[config.mk]
export PLATFORM = sky130hd
export DESIGN_NAME = voice_alloc
export DESIGN_NICKNAME = d
export VERILOG_FILES = /design/src/rtl/voice_alloc.sv
export SDC_FILE = /design/constraint.sdc
export NUM_CORES = 1
export LEC_CHECK = 0
export CORE_UTILIZATION = 53
export DETAILED_ROUTE_END_ITERATION = 8
export PLACE_DENSITY = 0.86
export SETUP_SLACK_MARGIN = 0.3
export SLEW_MARGIN = 0
export SYNTH_ARGS = -nofsm -noshare
export SYNTH_HDL_FRONTEND = slang
export SYNTH_SLANG_ARGS = --single-unit
[constraint.sdc]
create_clock -name CLK -period 6.3 [get_ports CLK]
set_clock_uncertainty 0.1 [all_clocks]
set_input_delay 0.63 -clock CLK [delete_from_list [all_inputs] [get_ports CLK]]
set_output_delay 0.63 -clock CLK [all_outputs]
set_load 0.03 [all_outputs]
[src/rtl/voice_alloc.sv]
// Polyphonic voice allocator: maps MIDI note-on/off events onto VOICES note slots,
// reusing a matching voice, then a free voice, then stealing the least-recently-allocated one.
module voice_alloc #(
  parameter int VOICES = 4,
  parameter int RANK_W = 2
) (
  input  logic                  CLK,
  input  logic                  RST,
  input  logic                  CE,
  input  logic                  EV_VALID,
  input  logic                  EV_ON,
  input  logic [6:0]            EV_NOTE,
  input  logic [6:0]            EV_VEL,
  input  logic                  ALL_OFF,
  output logic [VOICES*7-1:0]   VOICE_NOTE,
  output logic [VOICES*7-1:0]   VOICE_VEL,
  output logic [VOICES-1:0]     VOICE_GATE,
  output logic [VOICES-1:0]     VOICE_TRIG,
  output logic                  STEAL
);

  localparam logic [RANK_W-1:0] OLDEST = RANK_W'(VOICES - 1);

  logic [6:0]        note_q [VOICES];
  logic [6:0]        vel_q  [VOICES];
  logic [RANK_W-1:0] rank_q [VOICES];
  logic [VOICES-1:0] gate_q;
  logic [VOICES-1:0] trig_q;
  logic              steal_q;

  logic [6:0]        note_d [VOICES];
  logic [6:0]        vel_d  [VOICES];
  logic [RANK_W-1:0] rank_d [VOICES];
  logic [VOICES-1:0] gate_d;
  logic [VOICES-1:0] trig_d;
  logic              steal_d;

  logic              is_on;
  logic              match_hit;
  logic              free_hit;
  logic [RANK_W-1:0] match_idx;
  logic [RANK_W-1:0] free_idx;
  logic [RANK_W-1:0] oldest_idx;
  logic [RANK_W-1:0] target;
  logic              do_steal;
  logic [VOICES-1:0] off_mask;

  // Velocity 0 on a note-on is a note-off (running-status convention).
  assign is_on = EV_ON && (EV_VEL != 7'd0);

  // Scan downward so the lowest index wins each priority class.
  always_comb begin
    match_hit  = 1'b0;
    free_hit   = 1'b0;
    match_idx  = '0;
    free_idx   = '0;
    oldest_idx = '0;
    off_mask   = '0;
    for (int i = VOICES - 1; i >= 0; i--) begin
      if (gate_q[i] && (note_q[i] == EV_NOTE)) begin
        match_hit   = 1'b1;
        match_idx   = RANK_W'(i);
        off_mask[i] = 1'b1;
      end
      if (!gate_q[i]) begin
        free_hit = 1'b1;
        free_idx = RANK_W'(i);
      end
      if (rank_q[i] == OLDEST) begin
        oldest_idx = RANK_W'(i);
      end
    end
    do_steal = !match_hit && !free_hit;
    if (match_hit) begin
      target = match_idx;
    end else if (free_hit) begin
      target = free_idx;
    end else begin
      target = oldest_idx;
    end
  end

  always_comb begin
    note_d  = note_q;
    vel_d   = vel_q;
    rank_d  = rank_q;
    gate_d  = gate_q;
    trig_d  = '0;
    steal_d = 1'b0;
    if (ALL_OFF) begin
      gate_d = '0;
    end else if (EV_VALID) begin
      if (is_on) begin
        note_d[target] = EV_NOTE;
        vel_d[target]  = EV_VEL;
        gate_d[target] = 1'b1;
        trig_d[target] = 1'b1;
        steal_d        = do_steal;
        // Age everything newer than the target, then make the target newest.
        for (int j = 0; j < VOICES; j++) begin
          if (rank_q[j] < rank_q[target]) begin
            rank_d[j] = rank_q[j] + RANK_W'(1);
          end
        end
        rank_d[target] = '0;
      end else begin
        gate_d = gate_q & ~off_mask;
      end
    end
  end

  always_ff @(posedge CLK) begin
    if (RST) begin
      for (int i = 0; i < VOICES; i++) begin
        note_q[i] <= '0;
        vel_q[i]  <= '0;
        rank_q[i] <= RANK_W'(i);
      end
      gate_q  <= '0;
      trig_q  <= '0;
      steal_q <= 1'b0;
    end else if (CE) begin
      note_q  <= note_d;
      vel_q   <= vel_d;
      rank_q  <= rank_d;
      gate_q  <= gate_d;
      trig_q  <= trig_d;
      steal_q <= steal_d;
    end else begin
      trig_q  <= '0;
      steal_q <= 1'b0;
    end
  end

  for (genvar g = 0; g < VOICES; g++) begin : g_pack
    assign VOICE_NOTE[7*g +: 7] = note_q[g];
    assign VOICE_VEL[7*g +: 7]  = vel_q[g];
  end

  assign VOICE_GATE = gate_q;
  assign VOICE_TRIG = trig_q;
  assign STEAL      = steal_q;

endmodule

* Yosys cells after proc, flatten, opt, wreduce, memory -nomap -nowiden *
Index checks and enable logic that the tools add are counted.

word-level totals
  word-level logic and storage cells = 115
  register bits after elaboration = 73
  input bits = 20

operators by class
  $add $sub $neg = 4
  magnitude comparators = 8
  bitwise logic cells = 10
  multiplexer cells = 55
  eq/ne operators = 8
  reduce and logical (&&, ||, !) cells = 15

operator list
  cell                   count
  $mux W2                33
  $bwmux W28             2
  $eq A7 B7 Y1           4
  $demux W7 S2           1
  $mux W1                12
  $mux W4                3
  $add A2 B1 Y2 const B  4
  $and A8 B8 Y8          1
  $eq A2 B2 Y1 const B   4
  $logic_and A1 B1 Y1    8
  $lt A2 B2 Y1           4
  $not A8 Y8             1
  $mux W7                1
  $reduce_bool A7 Y1     1
  $reduce_or A5 Y1       1
  $and A4 B4 Y4          1
  $bmux W2 S2            1
  $demux W2 S2           1
  $not A1 Y1             4
  $not A4 Y4             1
  $or A4 B4 Y4           1
  $reduce_and A4 Y1      1
  $ge A3 B3 Y1 const B   1
  $lt A2 B3 Y1 const B   1
  7 further kinds        8

* Longest topological paths before layout *
Gate-level depths: netlist of the first run.

  word-level depth = 17
  gate-level depth with buffers = 15

* Worst setup path after synthesis of the first run *
Ideal clock, no wire load.

  kind = input to register
  start point = in EV_NOTE[3]
  end point = reg rank_q[4] in the netlist's numbering
  stages on the path = 12
  arrival time = 3.478 ns
  setup time = 0.122 ns
  buffers on the path = 2
  path slack = 2.600 ns
  cells stage by stage = buf_4 > xor2_1 > nor4_2 > and4_1 > buf_4 > a221o_1 > nand2_1 > o21ai_0 > ha_1 > or3_1 > and3_1 > a311o_1

between the ends
  cells in the longest elaborated chain, start to end = 17
  elaborated cells between the ends (all ways) = 33
  those cells by class = order compare: 3; eq/ne: 4; mux: 18; bitwise: 3; reduce/logical: 5

RTL lines
  element                                                  RTL line  text
  from (decl)                                              12        input logic [6:0] EV_NOTE,
  $eq A7 B7 Y1                                             60        if (gate_q[i] && (note_q[i] == EV_NOTE)) begin
  $logic_and A1 B1 Y1                                      60
  $mux W2 / $mux W1 (equally long branches) (4 in series)  60
  $mux W2 *                                                74        if (match_hit) begin
  $not A2 Y3 (not written as such) *                       101, 105
  $bmux W2 S2                                              101       if (rank_q[j] < rank_q[target]) begin
  $mux W2 (not written as such) (2 in series)              101
  $lt A2 B2 Y1                                             101
  $mux W2                                                  101
  $mux W2                                                  93        if (is_on) begin
  $mux W2                                                  92        end else if (EV_VALID) begin
  $mux W2                                                  90        if (ALL_OFF) begin
  $and A8 B8 Y8 (no line) *                                n/a
  to (signal, indexed assignment)                          117       rank_q[i] <= RANK_W'(i);
  to (signal assigned)                                     125       rank_q <= rank_d;
  to (decl)                                                26        logic [RANK_W-1:0] rank_q [VOICES];

Mark *: on every way between the ends. The rest lies on a longest branch, timed or not. The select of a mux whose other input is x is not followed.
A chain may end at the register's enable or synchronous reset.

* Worst setup path in the final report of the first run *
  start point = in EV_NOTE[5]
  end point = reg rank_q[4] in the netlist's numbering

The elaborated chain is that of the path after synthesis.

==> flow_summary.yaml, run 1 <==
synthesis:
  avgSynthCellArea_um2: 9.93
  synth_warnings: 0
  synth_simple_gate_area_share_pct: 16.2
  netlist_instances: 353
  synth.area.mux_share_pct: 9.85
  synth_fp_nets: 381
  yosysSeqAreaShare_pct: 41.7
  synth_top_family_by_area: "compound AO/OA/AOI/OAI gates"
  synth_seq_cells: 73
  synth_compound_area_share_pct: 17.3
  synth_xor_area_share_pct: 7.00
  synth_flop_cell: "dfxtp_1"
  synth_cell_types: 51
  synthAdderAreaFrac_pct: 2.86
  async_flop_share_pct: 0
  syn-cell-area_um2: 3500
  synth-edff-count: 0
cells_and_area:
  layout_commonest_cell: "clkdlybuf4s50_1"
  final_util_pct: 71.3
  fin_area_um2: 4530
  nets: 455
  synthToLayoutAreaGrowth_pct: 29.2
  drive_above_1_share_pct: 8.10
  finalNonFillerCells: 509
  most-common-layout-cells: "clkdlybuf4s50_1 (84), dfxtp_1 (73), nor2_1 (45), mux2i_1 (30), a22o_1 (28)"
  num_antenna_cells: 0
floorplanning:
  start_util_pct: 55.2
  rows: 29
  dieWidth_um: 83.3
  ioPinCount: 85
  dieArea_um2: 6940
  die_h_um: 83.3
  fp.coreArea_um2: 6350
setup_path:
  worst_path_largest_cell_delay_ns: 0.66
  crit_arrival_ns: 4.63
  crit_family: "simple AND/OR/NAND/NOR gates"
  critPathLaunchType: "input pin"
  crit_type: "input pin to flip-flop"
  r2r_end: "rank_q[4]$_SDFFE_PP1P_"
  endpoint_kind: "flip-flop"
  critPathRequiredTime_ns: 6.44
  ff2ff_path_depth: 11
  regToRegSetupSlack_ns: 2.42
  crit-reg2reg-launch: "rank_q[6]$_SDFFE_PP0P_"
  path_cells: "clkdlybuf4s50_1, xor2_1, nor4_2, and4_1, a221o_1, nand2_1, o21ai_0, ha_1, or3_1, and3_1, a311o_1"
  critPathBufInv: 1
  cp_slowest_cell: "clkdlybuf4s50_1"
  crit_fanout: 8
clock_network:
  root_buffer: "clkbuf_8"
  clock-sinks: 73
  insertion_delay_ns: 0.35
  postCtsSetupBuffers: 0
  cts_tree: "done"
  cts_htree_levels: 3
  cts_buffers: 9
  cts_buffer_depth: 2
  cts_hold_buf: 0
  cts.reportedPaths.clkPinSlew_ns: 0.08
  cts_resized: 0
sta:
  rsz0062_at_grt: "false"
  fmax_ghz: 0.223
  setup_viol: 0
  period_share_pct: 71.3
  timing.final.crit_period_ns: 4.49
  hold_viol_final: 0
  final_max_slew_viol_count: 0
  tightest_slew_ns: 1.19
  slew-limit-headroom_pct: 20.4
  fin_setup_tns_ns: 0
detailed_routing:
  final_antenna_net_count: 0
  drt-vias-per-instance: 6.21
  dr.pass1.iters: 5
  routed_wl_mm: 9.46
  vias: 3161
  drt-initial-drc-count: 380
  routedWlPerCell_um: 18.6
  remaining_drc_errors: 0
pwr:
  power_switching_uw: 220
  vdd_drop_max_mv: 0.188
  pwr-share-seq_pct: 49.3
  sw_frac_of_total_pct: 23.3
  p_int_uw: 724
  clkPwrFrac_pct: 43.4
  leakage_uw: 0.00172
  pwr-share-comb_pct: 7.3
  power_density_nw_per_um2: 209
hold_path:
  hold_path.class: "flip-flop to flip-flop"
  hold_path_end: "VOICE_VEL[0]$_SDFFE_PP0P_"
  min_path_cells: 1
  hold_path.startpoint: "VOICE_VEL[0]$_SDFFE_PP0P_"
place:
  placed_cells: 493
  dpl.hpwl_mm: 6.36
  port_buffers: 84
  place.gp.congestion: 0.886
  placed_cell_area_um2: 4310
global_route:
  grt-ovfl-total: 0
  track_usage_pct: 28.2
  grt_pass1_vias: 3042
  antenna_found_initial: 0
  grt_pass1_wl_mm: 15.7
  grt_max_degree: 47
outcome:
  status: "completed"
job:
  cap_viol_max_count: 0
## logic make-up (layout without fill, tap and decap cells)
kind of cell	after synthesis	after routing
DFF	73	73
and+or+nand+nor	107	107
adders and majority gates	8	8
AOI/OAI and AO/OA	73	73
muxes	34	34
buffers and inverters	30	109
xor gates and xnor gates	28	28
## through the flow
step | worst slack, ns | total power, uW | hold slack (ns)
floorplan | 2.60 | 518 | 0.380
global placement | 1.73 | 542 | 0.361
detailed placement | 1.57 | 543 | 0.363
CTS | 1.91 | 947 | 0.386
global route | 1.63 | 977 | 0.411
finish | 1.81 | 944 | 0.394
## how the worst max path moves through the flow
stage	start	to	slack, ns	cells after the start
2_1_floorplan	EV_NOTE[3]	rank_q[4]$_SDFFE_PP1P_	2.60	12
3_3_place_gp	EV_NOTE[4]	rank_q[4]$_SDFFE_PP1P_	1.73	11
3_5_place_dp	EV_NOTE[5]	rank_q[4]$_SDFFE_PP1P_	1.57	11
4_1_cts	EV_NOTE[5]	rank_q[4]$_SDFFE_PP1P_	1.91	11
5_1_grt	EV_NOTE[5]	rank_q[4]$_SDFFE_PP1P_	1.63	12
6_report	EV_NOTE[5]	rank_q[4]$_SDFFE_PP1P_	1.81	11
## power by group through the flow
stage	clock network [uW]	logic, uW	registers, uW
after global placement	0	65.9	476
after CTS	414	67.5	466
after global routing	438	73.0	466
final	410	68.6	466
after detailed placement	0	67.0	476
after floorplan	0	37.0	481
## worst reg2reg max path: cells and delay by family, from the launching register on
kind | cells | cell delay (ns)
DFF | 1 | 0.39
and+or+nand+nor | 4 | 0.85
adders and majority gates | 2 | 0.61
AOI/OAI and AO/OA | 5 | 1.84
## layout make-up
cell class | instances | area [um2]
clock buffers | 11 | 141
clock inverters | 5 | 78.8
fillers | 469 | 1820
inverters | 6 | 22.5
multi-input cells | 250 | 1860
flip-flops and latches | 73 | 1460
well taps | 77 | 96.3
repair buffers | 87 | 863
## synth_stat cells (6+ instances only)
cell	number	area (um2)
a21oi_1	9	45.0
nand3_1	7	35.0
o21ai_0	6	30.0
xnor2_1	10	87.6
ha_1	8	100
a22o_1	28	245
xor2_1	18	158
nor3_1	12	60.1
clkbuf_1	7	26.3
buf_6	6	67.6
dfxtp_1	73	1460
inv_1	6	22.5
nor2_1	45	169
o211ai_1	8	60.1
mux2i_1	30	300
buf_2	8	40.0
nand2_1	10	37.5
## layer usage
| metal | track usage [%] | up-vias | share of wire [%] | wire, um |
|---|---|---|---|---|
| met5 | 0 | - | 0 | 0 |
| li1 | - | 1441 | - | - |
| met2 | 41.8 | 170 | 45 | 4270 |
| met3 | 9.15 | 27 | 9.5 | 901 |
| met4 | 11.1 | 0 | 2.3 | 216 |
| met1 | 37.9 | 1523 | 43 | 4080 |
## sequential cells by signal (all words and copies together) (netlist names)
register / flops
VOICE_TRIG: 4
VOICE_VEL: 28
rank_q: 8
STEAL: 1
VOICE_NOTE: 28
VOICE_GATE: 4
(Power assumes the default switching activity.)
==> inputs of run 2 (changes only) <==
--- a/config.mk
+++ b/config.mk
@@ -5,9 +5,9 @@
 export SDC_FILE = /design/constraint.sdc
 export NUM_CORES = 1
 export LEC_CHECK = 0
-export CORE_UTILIZATION = 53
+export CORE_UTILIZATION = 50
 export DETAILED_ROUTE_END_ITERATION = 8
-export PLACE_DENSITY = 0.86
+export PLACE_DENSITY = 0.82
 export SETUP_SLACK_MARGIN = 0.3
 export SLEW_MARGIN = 0
 export SYNTH_ARGS = -nofsm -noshare
==> constraint.sdc (replaced) <==
create_clock -name CLK -period 4.2 [get_ports CLK]
set_clock_uncertainty 0.1 [all_clocks]
set_input_delay 0.42 -clock CLK [delete_from_list [all_inputs] [get_ports CLK]]
set_output_delay 0.42 -clock CLK [all_outputs]
set_load 0.03 [all_outputs]
==> flow_summary.yaml, run 2 (synthesis gave the netlist of run 1 again) <==
clock_network:
  clock-sinks: 73
  root_buffer: "clkbuf_8"
  cts_buffer_depth: 2
  insertion_delay_ns: 0.34
  cts.reportedPaths.clkPinSlew_ns: 0.08
  cts_hold_buf: 0
  cts_buffers: 9
  cts_tree: "done"
  cts_htree_levels: 3
cells_and_area:
  most-common-layout-cells: "clkdlybuf4s50_1 (83), dfxtp_1 (73), nor2_1 (45), mux2i_1 (30), a22o_1 (28)"
  num_antenna_cells: 0
  multi_input_area_um2: 1870
  fin_area_um2: 4660
  nFillCells: 536
  drive_above_1_share_pct: 12.4
  synthToLayoutAreaGrowth_pct: 33.0
  nets: 475
  seq_area_um2: 1460
  layout_commonest_cell: "clkdlybuf4s50_1"
pwr:
  power_density_nw_per_um2: 279
  vdd_drop_max_mv: 0.180
  leakage_uw: 0.00180
global_route:
  antenna_found_initial: 0
  grt_max_degree: 20
  track_usage_pct: 27.6
  grt-ovfl-total: 0
  grt_pass1_wl_mm: 15.7
  grt_pass1_vias: 3131
detailed_routing:
  dr.pass1.iters: 5
  final_antenna_net_count: 0
  wl_met2_mm: 4.46
  remaining_drc_errors: 0
  topRoutingLayerUsed: "met4"
  drt-initial-drc-count: 244
  wl_met3_um: 785
  vias: 3183
  routed_wl_mm: 9.85
  routedLengthMet1_mm: 4.40
  routedWlPerCell_um: 18.0
  drt-vias-per-instance: 5.81
setup_path:
  critPathRequiredTime_ns: 4.33
  worst_path_largest_cell_delay_ns: 0.71
  worstSetupStartpoint: "EV_NOTE[3]"
  cp_slowest_cell: "clkdlybuf4s50_1"
  path_cells: "clkdlybuf4s50_1, xor2_1, and4bb_2, nand2_1, a221o_1, nand2_1, nand3_1, o21ai_1, ha_1, or3_1, and3_1, a311o_1"
  crit_type: "input pin to flip-flop"
  crit-reg2reg-launch: "VOICE_NOTE[19]$_SDFFE_PP0P_"
  path_common_cell: "nand2_1"
  critPathLaunchType: "input pin"
  crit_fanout: 8
  critPathBufInv: 1
  endpoint_kind: "flip-flop"
  crit_arrival_ns: 3.82
  crit_family: "simple AND/OR/NAND/NOR gates"
hold_path:
  hold_path.class: "flip-flop to flip-flop"
  hold_path.startpoint: "VOICE_VEL[14]$_SDFFE_PP0P_"
sta:
  setup_viol: 0
  period_share_pct: 87.7
  tightest_slew_ns: 1.19
  fmax_ghz: 0.272
  final_max_slew_viol_count: 0
  timing.final.ws_setup_ns: 0.517
  rsz0062_at_grt: "false"
  hold_viol_final: 0
  whs_ns: 0.386
  slew-limit-headroom_pct: 20.1
  timing.final.crit_period_ns: 3.68
  fin_setup_tns_ns: 0
floorplanning:
  ioPinCount: 85
  die_h_um: 85.7
  dieArea_um2: 7350
  fp.coreArea_um2: 6790
  dieWidth_um: 85.7
  start_util_pct: 51.6
  rows: 30
place:
  dpl.hpwl_mm: 7.08
  place.gp.congestion: 0.890
  port_buffers: 84
  dp_slack_ns: 0.0320
  placed_cell_area_um2: 4480
outcome:
  status: "completed"
job:
  cap_viol_max_count: 0
-- run 2: worst paths after layout --
check,end,slack (ns),cells past startpoint
worst min register to register,VOICE_VEL[14]$_SDFFE_PP0P_,0.39,1
worst max register to register,rank_q[4]$_SDFFE_PP1P_,0.82,11
worst min-delay path,VOICE_VEL[14]$_SDFFE_PP0P_,0.39,1
worst max-delay path,rank_q[4]$_SDFFE_PP1P_,0.52,12
-- run 2: repair_timing --
item | 4_1_cts | 5_1_grt
setup buffers | 0 | 0
endpoints found under the setup margin | 0 | 8
gates resized for setup | 0 | 3
-- run 2: per-layer routing --
metal	GRT usage [%]	up-vias
li1	-	1485
met2	43.4	140
met1	36.7	1535
met4	11.7	0
met3	6.16	23
met5	0	-
-- run 2: area by class of cell --
| class | instances | area share [%] |
|---|---|---|
| clock buffers | 10 | 2.74 |
| clock inverters | 6 | 0.940 |
| inverters | 6 | 0.483 |
| repair buffers | 107 | 21.8 |
| well taps | 96 | 2.58 |
| flip-flops and latches | 73 | 31.4 |
| multi-input cells | 250 | 40.1 |
-- run 2: where the power goes --
part           internal (uW)  switching, uW
clock                    217            277
combinational           45.3           65.3
sequential               695           3.30
-- run 2: per-stage QoR --
stage                     cells  power (uW)  utilization [%]
after floorplan             353         776                -
after global placement      532         820             66.0
after detailed placement    532         823             66.0
after CTS                   548        1310             68.5
after global routing        548        1350             68.6
final                       548        1300             68.6
==> edit (settings of run 2) <==
`VOICES`: 4 -> 8.
--- a/src/rtl/voice_alloc.sv
+++ b/src/rtl/voice_alloc.sv
@@ -2,5 +2,5 @@
 // reusing a matching voice, then a free voice, then stealing the least-recently-allocated one.
 module voice_alloc #(
-  parameter int VOICES = 4,
+  parameter int VOICES = 8,
   parameter int RANK_W = 2
 ) (
Interface: changed (resized VOICE_GATE, VOICE_NOTE, VOICE_TRIG and VOICE_VEL); port bits go from 85 to 149. The function was not compared with the original's and may differ.
==> edit against run 2 <==
Sequential cell count grew 12. Sequential power grew 17%. Fmax shrank 2.2%. Worst setup slack lost 82 ps. Synthesized area grew 30%. Power grew 25%. Wire length grew 27%. Design area grew 22%. Largest power group unchanged. Critical path type unchanged.
==> edit: results (changes against run 2) <==
| Metric | Value |
|---|---|
| Power share of the combinational group | 0.122 (+0.037) |
| Leak | 2.132 nW (+18%) |
| Tcrit/Tclk final | 0.8965 (+0.01964) |
| Arr. time, crit path | 3930 ps (+110 ps) |
| Layout cells sized above 1 | 0.1140 (-0.009929) |
| Placed inst area | 0.005404 mm² (+21%) |
| Most common library cells after synthesis | 85 x dfxtp_1, 63 x buf_4, 44 x nor2_1 |
| Worst min-delay path startpoint | VOICE_VEL[21] |
| Cell count after placement | 710 (+33%) |
| Count of non-CTS inverters in the layout | 19 (+13) |
| VDD IR-drop max | 0.0001904 V (+6.0%) |
| Fin util | 0.6485 (-0.03752) |
| Worst-path clk slew | 100 ps (+20 ps) |
| Power, Total | 0.001628 W (+25%) |
| P_seq | 0.000815 W (+17%) |
| Worst path slowest cell | or4_4 |
| Reg2reg end | rank_q[10] |
| Crit path max fanout | 10 (+2) |
| Core ar. | 0.008763 mm² (+29%) |
| Worst r2r src | VOICE_GATE[4] |
| Multi-input logic cell count | 383 (+53%) |
| Fin cells | 731 (+33%) |
| Pin count of the biggest net entering global routing | 32 (+60%) |
| CP top delay family | compound AO/OA/AOI/OAI gates |
| Global placer's final weighted congestion | 0.8546 (-3.9%) |
| Fill cell count | 731 (+36%) |
| Hold path cells | 2 (+1) |
| Initial drt markers | 282 (+16%) |
| Fraction of area in multi-input gates | 0.4315 (+0.03045) |
| Total grt overflow | 0 (unchanged) |
| Worst R2R Path Depth | 10 (-1) |
| Hpwl dp | 9029 µm (+28%) |
| Crit-path max cell delay | 550 ps (-160 ps) |
| Pre-CTS setup slack | -50.32 ps (-82.36 ps) |
| Distinct cells, synth | 65 (+27%) |
| Nets | 646 (+36%) |
| Switching Fraction | 0.2874 (+0.02217) |
| Worst Hold Path EP | VOICE_VEL[21] |
| Vias per inst | 5.622 (-3.2%) |
| Worst hold slack | 361.0 ps (-24.84 ps) |
| Signal buf overhead | 0.1964 (-0.02160) |
| GRT Total Usage | 0.2615 (-0.01485) |
| Initial DRT Pass Iterations | 7 (+2) |
| Outcome | finished clean |
| Worst skew pair latency | 360 ps (+20 ps) |
| First-pass GRT wire length | 20090 µm (+28%) |
| Buffers outside the clock class | 120 (+12%) |
| ClkCell Share | 0.03633 (-0.0004508) |
| Port Buffers | 88 (+4.8%) |
| Critical path origin | EV_NOTE[0] |
| Yosys reg bits | 85 (+16%) |
| Post-synthesis sequential area ratio | 0.3726 (-0.04439) |
| Wirelength per Cell | 17.09 µm (-4.9%) |
| Vias in the first global route | 3866 (+23%) |
| Max transition margin | 0.3885 (+0.1874) |
| Reg2Reg Setup Slack | 580 ps (-240 ps) |
-- edit: cell count changes in the layout (fill, tap and decap cells not counted), moves of 9 or more --
cell	delta
conb_1	+60
nand2_1	+30
mux2i_1	-16
xnor2_1	+15
xor2_1	-15
a21oi_1	+14
dfxtp_1	+12
inv_1	+12
buf_4	+9
-- edit: routing by layer --
| layer | wire length, µm | track usage |
|---|---|---|
| met2 | 5808 | 0.4094 |
| met4 | 170 | 0.07919 |
| met1 | 5500 | 0.3513 |
| met3 | 1017 | 0.06978 |
| met5 | 0 | 0 |
-- edit: kinds of logic after synthesis --
| logic type | count (synthesis) | share of synthesized area |
|---|---|---|
| AOI/OAI and AO/OA | 124 | 0.2082 |
| xor gates and xnor gates | 28 | 0.05370 |
| adders and majority gates | 9 | 0.02438 |
| buffers and inverters | 106 | 0.1466 |
| DFF | 85 | 0.3726 |
| muxes | 15 | 0.03315 |
| other | 1 | 0.0008211 |
| and+or+nand+nor | 147 | 0.1605 |
